===== config.mk =====
export PLATFORM = sky130hd
export DESIGN_NAME = input_port_controller_wh_flat
export DESIGN_NICKNAME = d
export VERILOG_FILES = /design/src/rtl/input_port_controller_wh_if.sv /design/src/rtl/input_port_controller_wh.sv /design/src/flat_wrapper.sv
export SDC_FILE = /design/constraint.sdc
export NUM_CORES = 1
export LEC_CHECK = 0
export BUFFER_PORTS_ARGS = -buffer_cell sky130_fd_sc_hd__buf_2
export CORE_UTILIZATION = 30
export CTS_BUF_LIST = sky130_fd_sc_hd__clkbuf_2
export CTS_CLUSTER_SIZE = 16
export DETAILED_ROUTE_END_ITERATION = 8
export PLACE_DENSITY_LB_ADDON = 0.15
export SLEW_MARGIN = 20
export SYNTH_ARGS = -nofsm -noshare
export SYNTH_HDL_FRONTEND = slang
export SYNTH_SLANG_ARGS = --single-unit

===== constraint.sdc =====
create_clock -name clk -period 4.52 [get_ports clk]
set_clock_uncertainty 0.2 [all_clocks]
set_input_delay 0.452 -clock clk [delete_from_list [all_inputs] [get_ports clk]]
set_output_delay 0.452 -clock clk [all_outputs]
set_load 0.02 [all_outputs]

===== src/rtl/input_port_controller_wh_if.sv =====
// Wormhole input-port controller bus: FIFO pop handshake on one side,
// output-controller request/grant and flit valid/ready on the other.
interface input_port_controller_wh_if #(
  parameter int dataWidth = 32,
  parameter int NUM_PORTS = 5
) ();
  logic                 empty;
  logic                 req;
  logic                 gnt;
  logic [dataWidth-1:0] PacketIn;
  logic [NUM_PORTS-1:0] reqOutCntr;
  logic [NUM_PORTS-1:0] gntOutCntr;
  logic [dataWidth-1:0] PacketOut;
  logic                 outValid;
  logic                 outReady;
  logic                 errDrop;

  // Controller side
  modport master (
    input  empty, gnt, PacketIn, gntOutCntr, outReady,
    output req, reqOutCntr, PacketOut, outValid, errDrop
  );

  // FIFO / output-controller side
  modport slave (
    output empty, gnt, PacketIn, gntOutCntr, outReady,
    input  req, reqOutCntr, PacketOut, outValid, errDrop
  );
endinterface


===== src/rtl/input_port_controller_wh.sv =====
// Wormhole input-port controller: pops flits from the port FIFO, routes the
// head flit XY or YX against this router's coordinates, and holds the chosen
// output connection until the tail flit has been handed over.
module input_port_controller_wh #(
  parameter int dataWidth  = 32,
  parameter int dim        = 4,
  parameter int NUM_PORTS  = 5,
  parameter int MY_X       = 0,
  parameter int MY_Y       = 0,
  parameter int ROUTE_MODE = 0
) (
  input logic                        clk,
  input logic                        reset,
  input_port_controller_wh_if.master bus
);

  localparam int P_EAST  = 0;
  localparam int P_NORTH = 1;
  localparam int P_WEST  = 2;
  localparam int P_SOUTH = 3;
  localparam int P_LOCAL = 4;

  localparam logic [dim-1:0] L_MY_X = dim'(MY_X);
  localparam logic [dim-1:0] L_MY_Y = dim'(MY_Y);

  typedef enum logic [2:0] {
    S_IDLE,
    S_READ,
    S_ROUTE,
    S_WAIT_GNT,
    S_SEND,
    S_NEXT,
    S_BODY_RD
  } state_t;

  state_t               r_state,      w_state_nxt;
  logic                 r_req,        w_req_nxt;
  logic                 r_errDrop,    w_errDrop_nxt;
  logic                 r_outValid,   w_outValid_nxt;
  logic                 r_last,       w_last_nxt;
  logic [NUM_PORTS-1:0] r_reqOutCntr, w_reqOutCntr_nxt;
  logic [dataWidth-1:0] r_PacketOut,  w_PacketOut_nxt;

  logic [NUM_PORTS-1:0] w_route;
  logic [1:0]           w_in_type;
  logic [dim-1:0]       w_dstX;
  logic [dim-1:0]       w_dstY;

  assign w_in_type = bus.PacketIn[dataWidth-1 -: 2];
  assign w_dstX    = r_PacketOut[dataWidth-3 -: dim];
  assign w_dstY    = r_PacketOut[dataWidth-3-dim -: dim];

  // Output port selection from the captured head flit (dimension-ordered)
  always_comb begin
    w_route = '0;
    if (ROUTE_MODE == 0) begin
      if      (w_dstX > L_MY_X) w_route[P_EAST]  = 1'b1;
      else if (w_dstX < L_MY_X) w_route[P_WEST]  = 1'b1;
      else if (w_dstY > L_MY_Y) w_route[P_NORTH] = 1'b1;
      else if (w_dstY < L_MY_Y) w_route[P_SOUTH] = 1'b1;
      else                      w_route[P_LOCAL] = 1'b1;
    end else begin
      if      (w_dstY > L_MY_Y) w_route[P_NORTH] = 1'b1;
      else if (w_dstY < L_MY_Y) w_route[P_SOUTH] = 1'b1;
      else if (w_dstX > L_MY_X) w_route[P_EAST]  = 1'b1;
      else if (w_dstX < L_MY_X) w_route[P_WEST]  = 1'b1;
      else                      w_route[P_LOCAL] = 1'b1;
    end
  end

  // Next-state and next registered-output values
  // r_last is decided at capture time: a head-typed flit inside an open
  // packet is treated as body, so only an explicit tail closes it there.
  always_comb begin
    w_state_nxt      = r_state;
    w_req_nxt        = 1'b0;
    w_errDrop_nxt    = 1'b0;
    w_outValid_nxt   = r_outValid;
    w_last_nxt       = r_last;
    w_reqOutCntr_nxt = r_reqOutCntr;
    w_PacketOut_nxt  = r_PacketOut;
    unique case (r_state)
      S_IDLE: begin
        if (!bus.empty) begin
          w_req_nxt   = 1'b1;
          w_state_nxt = S_READ;
        end
      end
      S_READ: begin
        if (bus.gnt) begin
          w_PacketOut_nxt = bus.PacketIn;
          if (w_in_type[0]) begin
            w_last_nxt  = w_in_type[1];
            w_state_nxt = S_ROUTE;
          end else begin
            w_errDrop_nxt = 1'b1;
            w_state_nxt   = S_IDLE;
          end
        end
      end
      S_ROUTE: begin
        w_reqOutCntr_nxt = w_route;
        w_state_nxt      = S_WAIT_GNT;
      end
      S_WAIT_GNT: begin
        if ((bus.gntOutCntr & r_reqOutCntr) != '0) begin
          w_outValid_nxt = 1'b1;
          w_state_nxt    = S_SEND;
        end
      end
      S_SEND: begin
        if (bus.outReady) begin
          w_outValid_nxt = 1'b0;
          if (r_last) begin
            w_reqOutCntr_nxt = '0;
            w_state_nxt      = S_IDLE;
          end else begin
            w_state_nxt = S_NEXT;
          end
        end
      end
      S_NEXT: begin
        if (!bus.empty) begin
          w_req_nxt   = 1'b1;
          w_state_nxt = S_BODY_RD;
        end
      end
      S_BODY_RD: begin
        if (bus.gnt) begin
          w_PacketOut_nxt = bus.PacketIn;
          w_last_nxt      = (w_in_type == 2'b10);
          w_outValid_nxt  = 1'b1;
          w_state_nxt     = S_SEND;
        end
      end
      default: w_state_nxt = S_IDLE;
    endcase
  end

  // State and registered outputs; reset abandons any open packet
  always_ff @(posedge clk or negedge reset) begin
    if (!reset) begin
      r_state      <= S_IDLE;
      r_req        <= 1'b0;
      r_errDrop    <= 1'b0;
      r_outValid   <= 1'b0;
      r_last       <= 1'b0;
      r_reqOutCntr <= '0;
      r_PacketOut  <= '0;
    end else begin
      r_state      <= w_state_nxt;
      r_req        <= w_req_nxt;
      r_errDrop    <= w_errDrop_nxt;
      r_outValid   <= w_outValid_nxt;
      r_last       <= w_last_nxt;
      r_reqOutCntr <= w_reqOutCntr_nxt;
      r_PacketOut  <= w_PacketOut_nxt;
    end
  end

  assign bus.req        = r_req;
  assign bus.errDrop    = r_errDrop;
  assign bus.outValid   = r_outValid;
  assign bus.reqOutCntr = r_reqOutCntr;
  assign bus.PacketOut  = r_PacketOut;

endmodule


===== src/flat_wrapper.sv =====
// flat-port wrapper written by rule: the top's interface ports become plain ports
module input_port_controller_wh_flat 
#(
  parameter int dataWidth  = 32,
  parameter int dim        = 4,
  parameter int NUM_PORTS  = 5,
  parameter int MY_X       = 0,
  parameter int MY_Y       = 0,
  parameter int ROUTE_MODE = 0
)
  (clk, reset, bus_empty, bus_gnt, bus_PacketIn, bus_gntOutCntr, bus_outReady, bus_req, bus_reqOutCntr, bus_PacketOut, bus_outValid, bus_errDrop);
  input_port_controller_wh_if #(.dataWidth(dataWidth), .NUM_PORTS(NUM_PORTS)) bus_i ();
  input logic clk;
  input logic reset;
  input wire logic [$bits(bus_i.empty)-1:0] bus_empty;
  input wire logic [$bits(bus_i.gnt)-1:0] bus_gnt;
  input wire logic [$bits(bus_i.PacketIn)-1:0] bus_PacketIn;
  input wire logic [$bits(bus_i.gntOutCntr)-1:0] bus_gntOutCntr;
  input wire logic [$bits(bus_i.outReady)-1:0] bus_outReady;
  output wire logic [$bits(bus_i.req)-1:0] bus_req;
  output wire logic [$bits(bus_i.reqOutCntr)-1:0] bus_reqOutCntr;
  output wire logic [$bits(bus_i.PacketOut)-1:0] bus_PacketOut;
  output wire logic [$bits(bus_i.outValid)-1:0] bus_outValid;
  output wire logic [$bits(bus_i.errDrop)-1:0] bus_errDrop;
  assign bus_i.empty = bus_empty;
  assign bus_i.gnt = bus_gnt;
  assign bus_i.PacketIn = bus_PacketIn;
  assign bus_i.gntOutCntr = bus_gntOutCntr;
  assign bus_i.outReady = bus_outReady;
  assign bus_req = bus_i.req;
  assign bus_reqOutCntr = bus_i.reqOutCntr;
  assign bus_PacketOut = bus_i.PacketOut;
  assign bus_outValid = bus_i.outValid;
  assign bus_errDrop = bus_i.errDrop;
  input_port_controller_wh #(.dataWidth(dataWidth), .dim(dim), .NUM_PORTS(NUM_PORTS), .MY_X(MY_X), .MY_Y(MY_Y), .ROUTE_MODE(ROUTE_MODE)) u_core (.clk(clk), .reset(reset), .bus(bus_i));
endmodule

==> metrics.yaml <==
status: "complete, no violations"
maxSlewViolCount: 0
min_path_type: "in2reg"
cts_root_buf: "clkbuf_2"
crit_family: "flip-flops"
seqPwrFrac_pct: 38.5
drtPass1Iterations: 4
setup_violations: 0
yosysWarnings: 0
chipHeight_um: 83.77
clk_pin_slew_ps: 220
htree_levels: 2
ioPinCount: 82
crit_chain: "and3b_4 -> o21ai_4 -> buf_4 -> mux2_2"
multiInputGateArea_um2: 868.3
wl_mm: 4.058
fin_crit_sh_pct: 55.55
clock_latency_ps: 390
worst_slew_pin_slew_ps: 947.2
dieArea_mm2: 0.007017
p_leak_nw: 1.295
syn_area_mm2: 0.002006
post_cts_resized: 0
cts_buffer_depth: 2
cts.sinks: 42
route.detailed.drc: 0
period_needed_ps: 2511
worstSetupPathDepth: 4
synthArstFlopShare_pct: 100.0
p_switching_mw: 0.7530
layout_commonest_cell: "buf_2"
r2r_cells: 4
cts_tree: "built"
synth_seq_area_share_pct: 52.40
grt.total_usage_pct: 12.31
crit_type: "reg2reg"
crit_arrival_ps: 2600
clkPwrFrac_pct: 11.6
portBuffers: 77
final.fill_count: 644
swShare_pct: 39.83
power_per_cell_area_mw_per_mm2: 760.0
drt_iter0_markers: 75
gp_congestion: 0.6935
finalPower_mw: 1.890
dp.cells: 290
rsz0062_at_grt: "false"
wire_per_inst_um: 13.57
grt_max_degree: 43
slew_headroom_pct: 36.86
worst-path-buf-inv: 1
required_ps: 4610
fin_util_pct: 38.95
vias_per_cell: 4.585
grt_overflow_total: 0
reg2reg_slack_ps: 2010
start_util_pct: 31.41
cp_max_fo: 25
synthToLayoutAreaGrowth_pct: 24.02
critPathSlowestCell: "dfrtp_1"
p_comb_share_pct: 49.9
ant_nets: 0
coreArea_mm2: 0.006386
peakVddDrop_uv: 287.2
grt_pass1_vias: 1407
crit_end: "u_core.bus.PacketOut[18]"
cp-start-kind: "register"
die_w_um: 83.77
timing_hold_violations_final: 0
cp-startpoint: "u_core.r_state[0]"
most-common-layout-cells: "buf_2, dfrtp_1, mux2_4"
hpwlAfterDp_mm: 2.834
instances_no_fill: 299
synth_cells: 145
tns_ps: 0
syn-mean-instance-area_um2: 13.83
rr_endpoint: "u_core.bus.PacketOut[18]"
final_nets: 263
reg2reg_from: "u_core.r_state[0]"
worstSetupEndpointType: "register"
grt_pass1_wl_mm: 6.872
antenna_found_initial: 0
whs_ps: 69.52
regArea_mm2: 0.001051
layout-drive-gt1-share_pct: 54.95
synthDistinctLibCells: 42
timing.max_cap.violations: 0
cp_slowest_stage_delay_ps: 720
numCtsBuffers: 5
synth_top_flop_cell: "dfrtp_1"
vias: 1371
ys_seq_elements: 42
diodes: 0
max_freq_mhz: 398.2
rows: 29
synth_enable_flop_cells: 0
p_int_mw: 1.137
[stage by stage]
stage | cell area [um2] | setup WS (ps)
6_report | 2487 | 2009
5_1_grt | 2487 | 1894
4_1_cts | 2487 | 1978
3_5_place_dp | 2412 | 1997
3_3_place_gp | 2412 | 2008
2_1_floorplan | 2009 | 2785
[cell type report]
class | instances | area share, %
Timing Repair Buffer | 79 | 16.20
Sequential cell | 42 | 42.25
Clock inverter | 1 | 1.207
Clock buffer | 7 | 1.408
Inverter | 1 | 0.1509
Multi-Input combinational cell | 92 | 34.91
Tap cell | 77 | 3.873
[flip-flops by register name, summed over array words and instances, names as in the netlist]
register and flops:
u_core.bus.outValid 1, u_core.r_last 1, u_core.bus.req 1, u_core.bus.PacketOut 32
u_core.r_state 3, u_core.bus.errDrop 1, u_core.bus.reqOutCntr 3
[logic make-up (layout without fill, tap and decap cells)]
| logic type | Yosys count | in the layout | share of synthesized area, % |
|---|---|---|---|
| muxes | 34 | 34 | 24.39 |
| DFF | 42 | 42 | 52.40 |
| AOI/OAI and AO/OA | 21 | 21 | 7.611 |
| and+or+nand+nor | 35 | 35 | 10.92 |
| other | 1 | 2 | 0.1870 |
| buffers and inverters | 12 | 88 | 4.491 |
[what timing repair did]
action	in CTS	in global routing
hold buffers	1	0
endpoints found under the setup margin	0	0
setup buffers	0	0
hold endpoints to repair	42	0
[metal layers]
metal  wire length, um  global-route usage [%]  share of wire, %  vias to the layer above
met5                 0                       0                 0                        -
met4                36                   4.314              0.89                        0
met3               217                   3.363               5.3                        5
met2              1966                   19.51                48                       44
met1              1838                   16.16                45                      653
li1                  -                       -                 -                      669
[Yosys cell counts, types with 2 or more instances]
cell type | instances | area (um2)
nor2b_1 | 5 | 31.28
o31ai_1 | 3 | 22.52
mux2_2 | 3 | 33.78
dfrtp_1 | 42 | 1051
o21a_1 | 2 | 15.01
buf_4 | 3 | 22.52
nand2b_1 | 2 | 12.51
nor3_1 | 2 | 10.01
buf_2 | 2 | 10.01
mux2i_1 | 2 | 20.02
buf_6 | 4 | 45.04
a21oi_1 | 5 | 25.02
mux2_4 | 29 | 435.4
nand2_1 | 9 | 33.78
nor2_1 | 2 | 7.510
o211ai_1 | 2 | 15.01
nor4_1 | 3 | 18.77
[power groups by stage]
stage	clock (mW)	combinational [mW]	sequential [mW]
CTS	0.232	0.956	0.731
finish	0.219	0.943	0.728
floorplan	0	0.574	0.879
detailed placement	0	0.958	0.734
global route	0.247	1.01	0.763
global placement	0	0.950	0.735
[how the worst min path moves through the flow]
stage                                  start                       end  slack [ps]  depth (start not counted)
finish                      bus_PacketIn[22]  u_core.bus.PacketOut[22]          70                          2
global route                bus_PacketIn[11]  u_core.bus.PacketOut[11]          20                          2
CTS                         bus_PacketIn[22]  u_core.bus.PacketOut[22]          40                          2
detailed placement  u_core.bus.PacketOut[20]  u_core.bus.PacketOut[20]         290                          1
global placement     u_core.bus.PacketOut[9]   u_core.bus.PacketOut[9]         290                          1
floorplan                              reset   u_core.bus.PacketOut[0]         -40                          0
No activity file was read; power rests on OpenSTA's default activity.
